$ cat src/rtl/logic_sweep_pkg.sv
// Shared types and constants for the exhaustive 4-input logic sweep controller.
package logic_sweep_pkg;

    localparam int NUM_VECTORS = 16;
    localparam int IDX_W       = 4;
    localparam int CNT_W       = 4;
    localparam int FAIL_W      = 5;

    typedef enum logic [1:0] {
        IDLE   = 2'd0,
        DRIVE  = 2'd1,
        SAMPLE = 2'd2,
        DONE   = 2'd3
    } sweep_state_t;

endpackage

$ cat src/rtl/sweep_settle_timer.sv
// Down-counter that gives the logic block under sweep time to settle on each vector.
module sweep_settle_timer
    import logic_sweep_pkg::*;
(
    input  logic             clk,
    input  logic             rst_n,
    input  logic             load,
    input  logic [CNT_W-1:0] load_val,
    input  logic             tick,
    output logic             expire
);

    logic [CNT_W-1:0] count;

    always_ff @(posedge clk or negedge rst_n) begin
        if (!rst_n) begin
            count <= '0;
        end else if (load) begin
            count <= load_val;
        end else if (tick && count != '0) begin
            count <= count - 1'b1;
        end
    end

    // Expiry is flagged on the last settle cycle so the FSM leaves DRIVE on time.
    assign expire = (count == CNT_W'(1));

endmodule

$ cat src/rtl/logic_sweep_ctrl.sv
// Sweeps all 16 input vectors of a 4-input logic block and compares against a golden table.
// Optional SWEEP_STOP_ON_FAIL_EN: end the sweep on the first mismatching vector.
module logic_sweep_ctrl
    import logic_sweep_pkg::*;
#(
    parameter int SETTLE_CYCLES = 1
)
(
    input  logic                   clk,
    input  logic                   rst_n,
    input  logic                   start,
    input  logic [NUM_VECTORS-1:0] expected,
    input  logic                   dut_o,
    output logic [IDX_W-1:0]       dut_in,
    output logic                   busy,
    output logic                   done,
    output logic                   pass,
    output logic [NUM_VECTORS-1:0] captured,
    output logic [FAIL_W-1:0]      fail_count,
    output logic [IDX_W-1:0]       first_fail_idx,
    output logic [1:0]             dbg_state
);

    localparam logic [CNT_W-1:0]  SETTLE_LOAD = CNT_W'(SETTLE_CYCLES);
    localparam logic [IDX_W-1:0]  LAST_IDX    = IDX_W'(NUM_VECTORS - 1);
    localparam logic [FAIL_W-1:0] FAIL_MAX    = FAIL_W'(NUM_VECTORS);

    sweep_state_t           state;
    logic [IDX_W-1:0]       idx;
    logic [NUM_VECTORS-1:0] exp_latched;

    logic                   accept;
    logic                   mismatch;
    logic                   stop;
    logic [FAIL_W-1:0]      fail_next;
    logic                   timer_load;
    logic                   expire;

    // Handshake: start is a request sampled only while busy=0 (IDLE or DONE);
    // while busy=1 it is ignored, so no ready signal is needed.
    assign accept    = (state == IDLE || state == DONE) && start;
    assign mismatch  = (dut_o != exp_latched[idx]);
    assign fail_next = (mismatch && fail_count < FAIL_MAX) ? fail_count + 1'b1 : fail_count;

`ifdef SWEEP_STOP_ON_FAIL_EN
    assign stop = (idx == LAST_IDX) || mismatch;
`else
    assign stop = (idx == LAST_IDX);
`endif

    assign timer_load = accept || (state == SAMPLE && !stop);

    sweep_settle_timer u_settle_timer (
        .clk      (clk),
        .rst_n    (rst_n),
        .load     (timer_load),
        .load_val (SETTLE_LOAD),
        .tick     (state == DRIVE),
        .expire   (expire)
    );

    assign dut_in    = idx;
    assign dbg_state = state;

    always_ff @(posedge clk or negedge rst_n) begin
        if (!rst_n) begin
            state          <= IDLE;
            idx            <= '0;
            exp_latched    <= '0;
            captured       <= '0;
            fail_count     <= '0;
            first_fail_idx <= '0;
            busy           <= 1'b0;
            done           <= 1'b0;
            pass           <= 1'b0;
        end else begin
            case (state)
                IDLE, DONE: begin
                    if (start) begin
                        exp_latched    <= expected;
                        captured       <= '0;
                        fail_count     <= '0;
                        first_fail_idx <= '0;
                        idx            <= '0;
                        busy           <= 1'b1;
                        done           <= 1'b0;
                        pass           <= 1'b0;
                        state          <= DRIVE;
                    end
                end
                DRIVE: begin
                    if (expire) begin
                        state <= SAMPLE;
                    end
                end
                SAMPLE: begin
                    captured[idx] <= dut_o;
                    fail_count    <= fail_next;
                    if (mismatch && fail_count == '0) begin
                        first_fail_idx <= idx;
                    end
                    if (stop) begin
                        busy  <= 1'b0;
                        done  <= 1'b1;
                        pass  <= (fail_next == '0);
                        state <= DONE;
                    end else begin
                        idx   <= idx + 1'b1;
                        state <= DRIVE;
                    end
                end
                default: state <= IDLE;
            endcase
        end
    end

endmodule

$ cat config.mk
export PLATFORM = sky130hd
export DESIGN_NAME = logic_sweep_ctrl
export DESIGN_NICKNAME = d
export VERILOG_FILES = /design/src/rtl/logic_sweep_pkg.sv /design/src/rtl/sweep_settle_timer.sv /design/src/rtl/logic_sweep_ctrl.sv
export SDC_FILE = /design/constraint.sdc
export NUM_CORES = 1
export LEC_CHECK = 0
export ABC_CLOCK_PERIOD_IN_PS = 3600
export CELL_PAD_IN_SITES_DETAIL_PLACEMENT = 0
export CELL_PAD_IN_SITES_GLOBAL_PLACEMENT = 2
export CORE_ASPECT_RATIO = 1.2
export CORE_UTILIZATION = 33
export CTS_CLUSTER_DIAMETER = 200
export CTS_CLUSTER_SIZE = 40
export DETAILED_ROUTE_END_ITERATION = 8
export GPL_TIMING_DRIVEN = 0
export PLACE_DENSITY = 0.87
export SLEW_MARGIN = 25
export SYNTH_ARGS = -nofsm -noshare
export SYNTH_HDL_FRONTEND = slang
export SYNTH_SLANG_ARGS = --single-unit
$ cat constraint.sdc
create_clock -name clk -period 3.6 [get_ports clk]
set_clock_uncertainty 0.05 [all_clocks]
set_input_delay 0.72 -clock clk [delete_from_list [all_inputs] [get_ports clk]]
set_output_delay 0.72 -clock clk [all_outputs]
set_load 0.01 [all_outputs]
# After elaboration in Yosys (flattened, before gate mapping)

Cells that the tools add are included.

Add/subtract/negate cells: 3
Order comparisons: 3
Equality and inequality tests: 11
Multiplexer cells: 29
Reductions and logical operators: 22

Operators with widths:

| cell                                                       | count |
|---|---|
| one-hot mux 16 bit (2 select lines)                        | 1 |
| 2-to-1 mux 4 bit                                           | 5 |
| bitwise mux 16 bit                                         | 1 |
| 2-to-1 mux 16 bit                                          | 1 |
| one-hot mux 4 bit (2 select lines)                         | 2 |
| zero test 5 bit                                            | 2 |
| 2-to-1 mux 5 bit                                           | 2 |
| one-hot mux 5 bit (2 select lines)                         | 1 |
| AND reduction 3 bit                                        | 3 |
| != test 2 bit, second input constant                       | 4 |
| 2-to-1 mux 1 bit                                           | 7 |
| logical AND 1 bit                                          | 6 |
| 2-to-1 mux 2 bit                                           | 3 |
| one-hot mux 1 bit (2 select lines)                         | 3 |
| one-hot mux 2 bit (3 select lines)                         | 1 |
| AND reduction 2 bit                                        | 3 |
| adder 5 x 1 -> 5 bit, second input constant                | 1 |
| less-than comparator 4 x 5 -> 1 bit, second input constant | 1 |
| less-than comparator 5 bit, second input constant          | 1 |
| adder 4 x 1 -> 4 bit, second input constant                | 1 |
| binary-select mux 1 bit (select 4 bit)                     | 1 |
| demux 1 bit (select 4 bit)                                 | 1 |
| == test 2 bit, second input constant                       | 2 |
| == test 4 x 1 -> 1 bit, second input constant              | 1 |
| other kinds (12)                                           | 14 |

Flip-flop bits (word level): 54
Input bits: 20
Output and inout bits: 34
Word-level logic and storage cells: 78

# Longest topological paths before layout

Gate-level depths: netlist (run 1).

Word-level depth: 8
Gate-level depth with buffers: 9
Depth with buffers taken out: 7

# Hierarchy

Synthesis (run 1) repeated with hierarchy kept, for this count alone.

Cells, all modules: 329
Area total of the unflattened synthesis: 3133.0 µm²

Modules (own cells, without submodules):

| module             | times used | cells an instance | area an instance (µm²) | seq. area each (µm²) |
|---|---|---|---|---|
| logic_sweep_ctrl   | 1          | 300               | 2850.2                 | 1251.2 |
| sweep_settle_timer | 1          | 29                | 282.8                  | 100.1 |

# Least setup slack after synthesis (run 1)

OpenSTA, ideal clock, no wires.

Path type: register to register
From: register idx[2], in the netlist dut_in[2]
To: register first_fail_idx[0]
Library setup time: 0.087 ns
Data arrival time: 2.414 ns
Required time: 3.463 ns
Setup slack: 1.049 ns
Stages on the path, launching flop included: 8
Path buffers: 1
Clock period less this slack: 2.551 ns
Cells stage by stage: dfrtp_1 > buf_6 > mux4_2 > mux4_2 > xnor2_4 > nor4_2 > nand4_1 > o211ai_1

Cells in the longest elaborated chain, start to end: 6

RTL lines:

| item                                    | RTL line                | text |
|---|---|---|
| start, declared                         | logic_sweep_ctrl.sv:29  | `logic [IDX_W-1:0] idx;` |
| start signal, assigned                  | logic_sweep_ctrl.sv:108 | `idx <= idx + 1'b1;` |
| binary-select mux 1 bit (select 4 bit)  | logic_sweep_ctrl.sv:42  | `assign mismatch = (dut_o != exp_latched[idx]);` |
| 2-to-1 mux 1 bit (implied by the code)  | logic_sweep_ctrl.sv:42  |  |
| != test 1 bit                           | logic_sweep_ctrl.sv:42  |  |
| logical AND 1 bit                       | logic_sweep_ctrl.sv:99  | `if (mismatch && fail_count == '0) begin` |
| != test 2 x 1 -> 1 bit (no source line) | --                      |  |
| AND reduction 3 bit (no source line)    | --                      |  |
| end signal, assigned                    | logic_sweep_ctrl.sv:100 | `first_fail_idx <= idx;` |
| end, declared                           | logic_sweep_ctrl.sv:20  | `output logic [IDX_W-1:0] first_fail_idx,` |

No other way between the ends. The select of a mux whose other input is x is not followed.
A chain may end at the register's enable or synchronous reset.

# Worst setup path in the final report (run 1)

From: register idx[3], in the netlist dut_in[3]
To: register first_fail_idx[1]

The elaborated chain is that of the path after synthesis.

==> results of run 1 <==
-- cells in the mapped netlist --
cell	n	area share, %
a21o_1	1	0.27
a21oi_1	23	4.1
a22o_1	1	0.31
a22oi_1	2	0.54
a31o_1	1	0.31
a31oi_1	1	0.22
a32o_1	3	1.1
and2_1	1	0.22
and3_1	1	0.22
buf_6	1	0.40
clkbuf_1	14	1.9
dfrtp_1	54	49
ha_1	12	5.4
inv_1	9	1.2
mux2_1	12	4.9
mux2_2	4	1.6
mux2i_1	2	0.72
mux4_2	5	4.0
nand2_1	21	2.8
nand2b_1	6	1.3
nand3_1	12	2.2
nand4_1	4	0.90
nor2_1	11	1.5
nor2b_1	3	0.67
nor3_1	5	0.90
nor4_1	2	0.45
nor4_2	1	0.45
o211ai_1	4	1.1
o21a_1	1	0.27
o21ai_0	27	4.9
o21ai_1	14	2.5
o21ba_1	1	0.36
o22ai_1	2	0.45
o31a_1	1	0.31
o31ai_1	1	0.27
or2_2	1	0.22
or4_1	1	0.27
xnor2_1	3	0.94
xnor2_4	1	0.99
xor2_1	1	0.31
-- sequential cells by signal, summed over array words and instances, names as in the netlist --
register,count
captured,16
exp_latched,16
fail_count,5
dut_in,4
first_fail_idx,4
u_settle_timer.count,4
dbg_state,2
busy,1
done,1
pass,1
-- final cells by class --
type                       count  area, sq um
buffer                        15         63.8
clock buffer                   5         68.8
clock inverter                 3         21.3
fill                         816         4590
inverter                       9         33.8
multi-input combinational    192         1340
sequential                    54         1350
tap                          114          143
timing repair buffer          54          548
-- metal layers --
metal	wire length, microns	vias to the layer above	share of wire, %
met1	3060	1107	46
met3	160	4	2.4
met5	0	-	0
met2	3320	40	50
li1	-	1094	-
met4	70	0	1.1
-- critical path, cell delays in order (launching register included) --
cell      delay (ns)
dfrtp_1         0.36
clkbuf_1        0.38
mux4_2          0.38
mux4_2          0.56
xnor2_4         0.19
nor4_2          0.59
nand4_1         0.18
o211ai_1        0.11
-- cell families (layout without fill, tap and decap cells) --
| logic type | count (synthesis) | after routing | share of synthesized area [%] |
|---|---|---|---|
| buffers and inverters | 24 | 86 | 3.50 |
| multiplexers | 23 | 23 | 11.2 |
| AND/OR/NAND/NOR | 69 | 69 | 12.1 |
| flip-flops | 54 | 54 | 48.5 |
| adder cells (fa/ha/maj) | 12 | 12 | 5.39 |
| AO/OA/AOI/OAI | 83 | 83 | 17.0 |
| XOR/XNOR | 5 | 5 | 2.25 |
-- through the flow --
step	utilization, %	std cells	setup slack, ns	instance area, sq um
after floorplan	-	270	1.05	2790
after global placement	42.4	437	0.0178	3460
after detailed placement	42.6	438	0.715	3480
after CTS	43.7	446	0.693	3570
after global routing	43.7	446	0.561	3570
final	43.7	446	0.728	3570
-- final timing paths --
kind / startpoint / endpoint / slack, ns / depth (start not counted)
max: dut_in[3] / first_fail_idx[1] / 0.73 / 7
max in group asynchronous: rst_n / busy / 2.78 / 2
min in group clk: done / done / 0.44 / 1
min: rst_n / exp_latched[15] / 0.24 / 1
max reg2reg: dut_in[3] / first_fail_idx[1] / 0.73 / 7
min reg2reg: done / done / 0.44 / 1
-- layout by cell type (no fill, tap or decap), types with 2 or more instances in the layout --
master / synthesis / routed
clkdlybuf4s50_1: 0 / 52
xnor2_1: 3 / 3
nor3_1: 5 / 5
o22ai_1: 2 / 2
clkbuf_1: 14 / 14
nor2_1: 11 / 11
mux2_2: 4 / 4
clkbuf_8: 0 / 5
nor4_1: 2 / 2
ha_1: 12 / 12
mux4_2: 5 / 5
mux2_1: 12 / 12
nand2b_1: 6 / 6
dfrtp_1: 54 / 54
nand2_1: 21 / 21
o211ai_1: 4 / 4
a21oi_1: 23 / 23
mux2i_1: 2 / 2
nand4_1: 4 / 4
inv_1: 9 / 9
a32o_1: 3 / 3
o21ai_1: 14 / 14
nand3_1: 12 / 12
a22oi_1: 2 / 2
o21ai_0: 27 / 27
nor2b_1: 3 / 3
-- power groups by stage --
stage / clock network [mW] / logic, mW / registers, mW
final: 0.343 / 0.910 / 0.853
after global routing: 0.383 / 1.02 / 0.873
after CTS: 0.357 / 0.924 / 0.855
after detailed placement: 0 / 0.922 / 0.867
after global placement: 0 / 0.909 / 0.860
after floorplan: 0 / 0.638 / 0.852
==> metrics.md, run 1 <==
| Metric | Value |
|---|---|
| Final setup viols | `0` |
| VDD IR max | `0.000231 V` |
| Post-CTS Resized | `0` |
| Pin count of the biggest net entering global routing | `32` |
| Core area | `8150 sq um` |
| Hold Violations, Final | `0` |
| DP HPWL | `4920 microns` |
| Final ANT Viol Nets | `0` |
| Status | `complete, no violations` |
| Logic gate share of total power | `43.2%` |
| Drt initial violations | `111` |
| YS warnings | `0` |
| Share of layout cells above drive strength 1 | `6.93%` |
| Sequential fraction of design power | `40.5%` |
| Pwr/cell area | `590 nW/um^2` |
| Final worst-path cycle share | `79.8%` |
| Worst Path Required | `3.78 ns` |
| DR vias | `2245` |
| Max-Cap Viols | `0` |
| CP Launch Type | `register` |
| Rel. slew slack | `55.5%` |
| Setup TNS | `0 ns` |
| Met1 Usage GRT | `21.5%` |
| Drt first pass iters | `4` |
| Sw power | `814 uW` |
| # DRC | `0` |
| Clock share of power | `16.3%` |
| WL final | `6610 microns` |
| Total GRT Usage | `16.4%` |
| DR vias/cell | `5.03` |
| Arrival @ worst endpoint | `3.05 ns` |
| Actual slew at the worst max-slew pin | `0.661 ns` |
| Crit Path Max Fanout | `8` |
| Met3 usage | `2.72%` |
| Io pins | `54` |
| RePlAce Congestion | `0.752` |
| GR peak layer | `met2` |
| Crit path time final | `2.87 ns` |
| Switching Share | `38.7%` |
| Port Buf Inserts | `53` |
| Crit Path Category | `register to register` |
| RSZ-0062 raised after global routing | `no` |
| CTS tree | `built` |
| CTS Hold Bufs | `0` |
| Post-synthesis cell count | `270` |
| Vias in the first global route | `2196` |
| #FFs+latches synth | `54` |
| Total CTS buffers | `5` |
| # clock sinks | `54` |
| # rows | `36` |
| Fmax | `348 MHz` |
| Max Buffers Root-to-Sink | `2` |
| Post-CTS Setup Repair Bufs | `0` |
| Post-Syn Area | `2790 sq um` |
| Nets | `363` |
| First-pass GRT wire length | `11200 microns` |
| Syn_area_per_cell | `10.3 sq um` |
| Power Total | `2.11 mW` |
| Internal | `1.29 mW` |
| Clk_lat worst skew | `0.31 ns` |
| Width of the die | `85.9 microns` |
| GRT Residual Overflow | `0` |
| Height of the chip | `103 microns` |
| Hold WC Path Type | `primary input to async pin` |
| Initial Util | `34.2%` |
| Clock transition at path regs | `0.10 ns` |
| Met2 usage in global routing | `27.5%` |
| Area delta synth->final | `28.0%` |
| H-Tree Level Count | `2` |
| Hold_ws | `0.241 ns` |
| Synthesized net count | `302` |
| Netlist cell types | `40` |
| Die Footprint | `8810 sq um` |
| Sequential element share of the synthesized area | `48.5%` |
| Initial antenna violation count | `0` |
| Leakage Power | `1.46 nW` |
| Critical path capture point type | `register` |
| Routed len/inst | `14.8 microns` |
| Root buf cell | `clkbuf_8` |
| Fin. max-slew vios | `0` |
| Antenna Cells | `0` |
Note: power is estimated with default switching activity, not from simulation.
==> run 2, diff against run 1 <==
Settings changed: ABC_CLOCK_PERIOD_IN_PS 3600 to 2800.
Clock period 3.6 ns to 2.8 ns, I/O delays scaled along.
==> metrics.md, run 2 (same netlist as run 1, synthesis figures left out) <==
| Metric | Value |
|---|---|
| Actual slew at the worst max-slew pin | `0.584 ns (was 0.661 ns)` |
| Area delta synth->final | `28.2% (was 28.0%)` |
| RSZ-0062 raised after global routing | `no (unchanged)` |
| Sw power | `1.06 mW (was 814 uW)` |
| Height of the chip | `103 microns (unchanged)` |
| Critical path capture point type | `register (unchanged)` |
| Total CTS buffers | `5 (unchanged)` |
| Post-CTS Setup Repair Bufs | `0 (unchanged)` |
| Share of layout cells above drive strength 1 | `6.95% (was 6.93%)` |
| Core area | `8150 sq um (unchanged)` |
| Vias in the first global route | `2196 (unchanged)` |
| Final setup viols | `0 (unchanged)` |
| Width of the die | `85.9 microns (unchanged)` |
| Die Footprint | `8810 sq um (unchanged)` |
| Max Buffers Root-to-Sink | `2 (unchanged)` |
| CP Launch Type | `register (unchanged)` |
| Arrival @ worst endpoint | `2.82 ns (was 3.05 ns)` |
| Rel. slew slack | `60.8% (was 55.5%)` |
| CP max-delay cell | `mux4_2 (was nor4_2)` |
| Hold_ws | `0.0760 ns (was 0.241 ns)` |
| CTS tree | `built (unchanged)` |
| Power Total | `2.73 mW (was 2.11 mW)` |
| R2R setup slack | `0.16 ns (was 0.73 ns)` |
| DP HPWL | `4920 microns (unchanged)` |
| Hold WC Path Type | `primary input to async pin (unchanged)` |
| Fin. max-slew vios | `0 (unchanged)` |
| Initial antenna violation count | `0 (unchanged)` |
| Commonest non-fill, non-tap cell in the layout | `dfrtp_1 (unchanged)` |
| Pwr/cell area | `764 nW/um^2 (was 590 nW/um^2)` |
| CP Depth | `7 (unchanged)` |
| R2R cell count | `7 (unchanged)` |
| Multi-input logic area | `1350 sq um (was 1340 sq um)` |
| # DRC | `0 (unchanged)` |
| Logic gate share of total power | `43.5% (was 43.2%)` |
| Most common cell on crit path | `mux4_2 (unchanged)` |
| First-pass GRT wire length | `11200 microns (unchanged)` |
| Internal | `1.67 mW (was 1.29 mW)` |
| Final cell count without fillers | `445 (was 446)` |
| Crit path time final | `2.64 ns (was 2.87 ns)` |
| Crit Path Category | `register to register (unchanged)` |
| Reg2reg end | `first_fail_idx[1] (unchanged)` |
| Fmax | `379 MHz (was 348 MHz)` |
| Total GRT Usage | `16.4% (unchanged)` |
| VDD IR max | `0.000297 V (was 0.000231 V)` |
| Clk_lat worst skew | `0.31 ns (about the same)` |
| Antenna Cells | `0 (unchanged)` |
| Clock transition at path regs | `0.10 ns (about the same)` |
| H-Tree Level Count | `2 (unchanged)` |
| Drt first pass iters | `4 (unchanged)` |
| Io pins | `54 (unchanged)` |
| Pin count of the biggest net entering global routing | `32 (unchanged)` |
| Worst Path Required | `2.98 ns (was 3.78 ns)` |
| Crit Path Max Fanout | `8 (unchanged)` |
| Status | `complete, no violations (unchanged)` |
| Initial Util | `34.2% (unchanged)` |
| Leakage Power | `1.46 nW (about the same)` |
| Most frequent cells in the layout | `dfrtp_1 (54), clkdlybuf4s50_1 (52), o21ai_0 (27) (unchanged)` |
| Nets | `362 (was 363)` |
| Drt initial violations | `100 (was 111)` |
| Sequential fraction of design power | `40.2% (was 40.5%)` |
| Final worst-path cycle share | `94.2% (was 79.8%)` |
| Routed len/inst | `14.9 microns (was 14.8 microns)` |
| Max-Cap Viols | `0 (unchanged)` |
| DR vias/cell | `5.04 (was 5.03)` |
| Delay-heaviest family, CP | `multiplexers (unchanged)` |
| Origin of the critical flop-to-flop path | `dut_in[2] (was dut_in[3])` |
| Layout fillers | `814 (was 816)` |
| Largest regs | `captured x16, exp_latched x16, fail_count x5 (unchanged)` |
| Root buf cell | `clkbuf_8 (unchanged)` |
| # clock sinks | `54 (unchanged)` |
| WL final | `6630 microns (was 6610 microns)` |
| Dpl cells | `438 (unchanged)` |
| Hold Violations, Final | `0 (unchanged)` |
| Clock share of power | `16.3% (about the same)` |
| Switching Share | `38.9% (was 38.7%)` |
| CTS Hold Bufs | `0 (unchanged)` |
| # rows | `36 (unchanged)` |
| Pre-CTS setup slack | `-0.0849 ns (was 0.715 ns)` |
| Final ANT Viol Nets | `0 (unchanged)` |
| CP bufs+invs | `1 (unchanged)` |
| RePlAce Congestion | `0.752 (unchanged)` |
| GRT Residual Overflow | `0 (unchanged)` |
| CP Cell Sequence | `buf_6, mux4_2, mux4_2, xnor2_4, nor4_4, nand4_1, o211ai_1 (was clkbuf_1, mux4_2, mux4_2, xnor2_4, nor4_2, nand4_1, o211ai_1)` |
| DR vias | `2243 (was 2245)` |
| Delay of the slowest critical-path stage | `0.56 ns (was 0.59 ns)` |
| PnR worst setup slack | `0.162 ns (was 0.728 ns)` |
| Register Area | `1350 sq um (unchanged)` |
| Port Buf Inserts | `53 (unchanged)` |
==> run 2: cell count changes in the layout (fill, tap and decap cells not counted), sizes merged <==
cell and delta:
clkbuf -1
==> run 2: worst max path at each step <==
stage	slack [ns]	from	to
after CTS	0.08	dut_in[3]	first_fail_idx[1]
after global placement	-0.62	rst_n	fail_count[3]
after global routing	0.02	dut_in[2]	first_fail_idx[3]
after detailed placement	-0.08	dut_in[3]	first_fail_idx[1]
after floorplan	0.25	dut_in[2]	first_fail_idx[0]
final	0.16	dut_in[2]	first_fail_idx[1]
==> run 2: power groups by stage <==
stage          registers [mW]  logic (mW)  clock network [mW]
2_1_floorplan            1.10       0.820                   0
3_3_place_gp             1.11        1.17                   0
3_5_place_dp             1.11        1.19                   0
4_1_cts                  1.10        1.20               0.459
5_1_grt                  1.12        1.33               0.492
6_report                 1.10        1.19               0.446
==> run 2: final cells by class <==
class	count	share of cell area, %
Clock buffer	5	1.93
Buffer	14	1.68
Multi-Input combinational cell	192	37.7
Sequential cell	54	37.8
Inverter	9	0.946
Tap cell	114	3.99
Clock inverter	3	0.596
Timing Repair Buffer	54	15.3
==> run 2: repair_timing <==
item	4_1_cts	5_1_grt
endpoints found under the setup margin	4	5
hold endpoints to repair	0	0
resized for setup	1	0
==> run 2: routing by layer <==
| layer | part of all wire [%] | up-vias | track usage [%] |
|---|---|---|---|
| met5 | 0 | - | 0 |
| met4 | 1.3 | 0 | 5.38 |
| met3 | 3.0 | 5 | 2.72 |
| met2 | 50 | 42 | 27.5 |
| met1 | 46 | 1102 | 21.5 |
| li1 | - | 1094 | - |
==> run 2: worst reg2reg max path: stages (launching register included) <==
cell and delay [ns]:
dfrtp_1 0.40, buf_6 0.16, mux4_2 0.51, mux4_2 0.56, xnor2_4 0.19, nor4_4 0.42, nand4_1 0.16, o211ai_1 0.11
==> run 2: through the flow <==
| step | TNS [ns] | util (%) | area, sq um |
|---|---|---|---|
| 2_1_floorplan | 0 | - | 2790 |
| 3_3_place_gp | -33.68 | 42.4 | 3460 |
| 3_5_place_dp | -0.292 | 42.6 | 3480 |
| 4_1_cts | 0 | 43.8 | 3570 |
| 5_1_grt | 0 | 43.8 | 3570 |
| 6_report | 0 | 43.8 | 3570 |
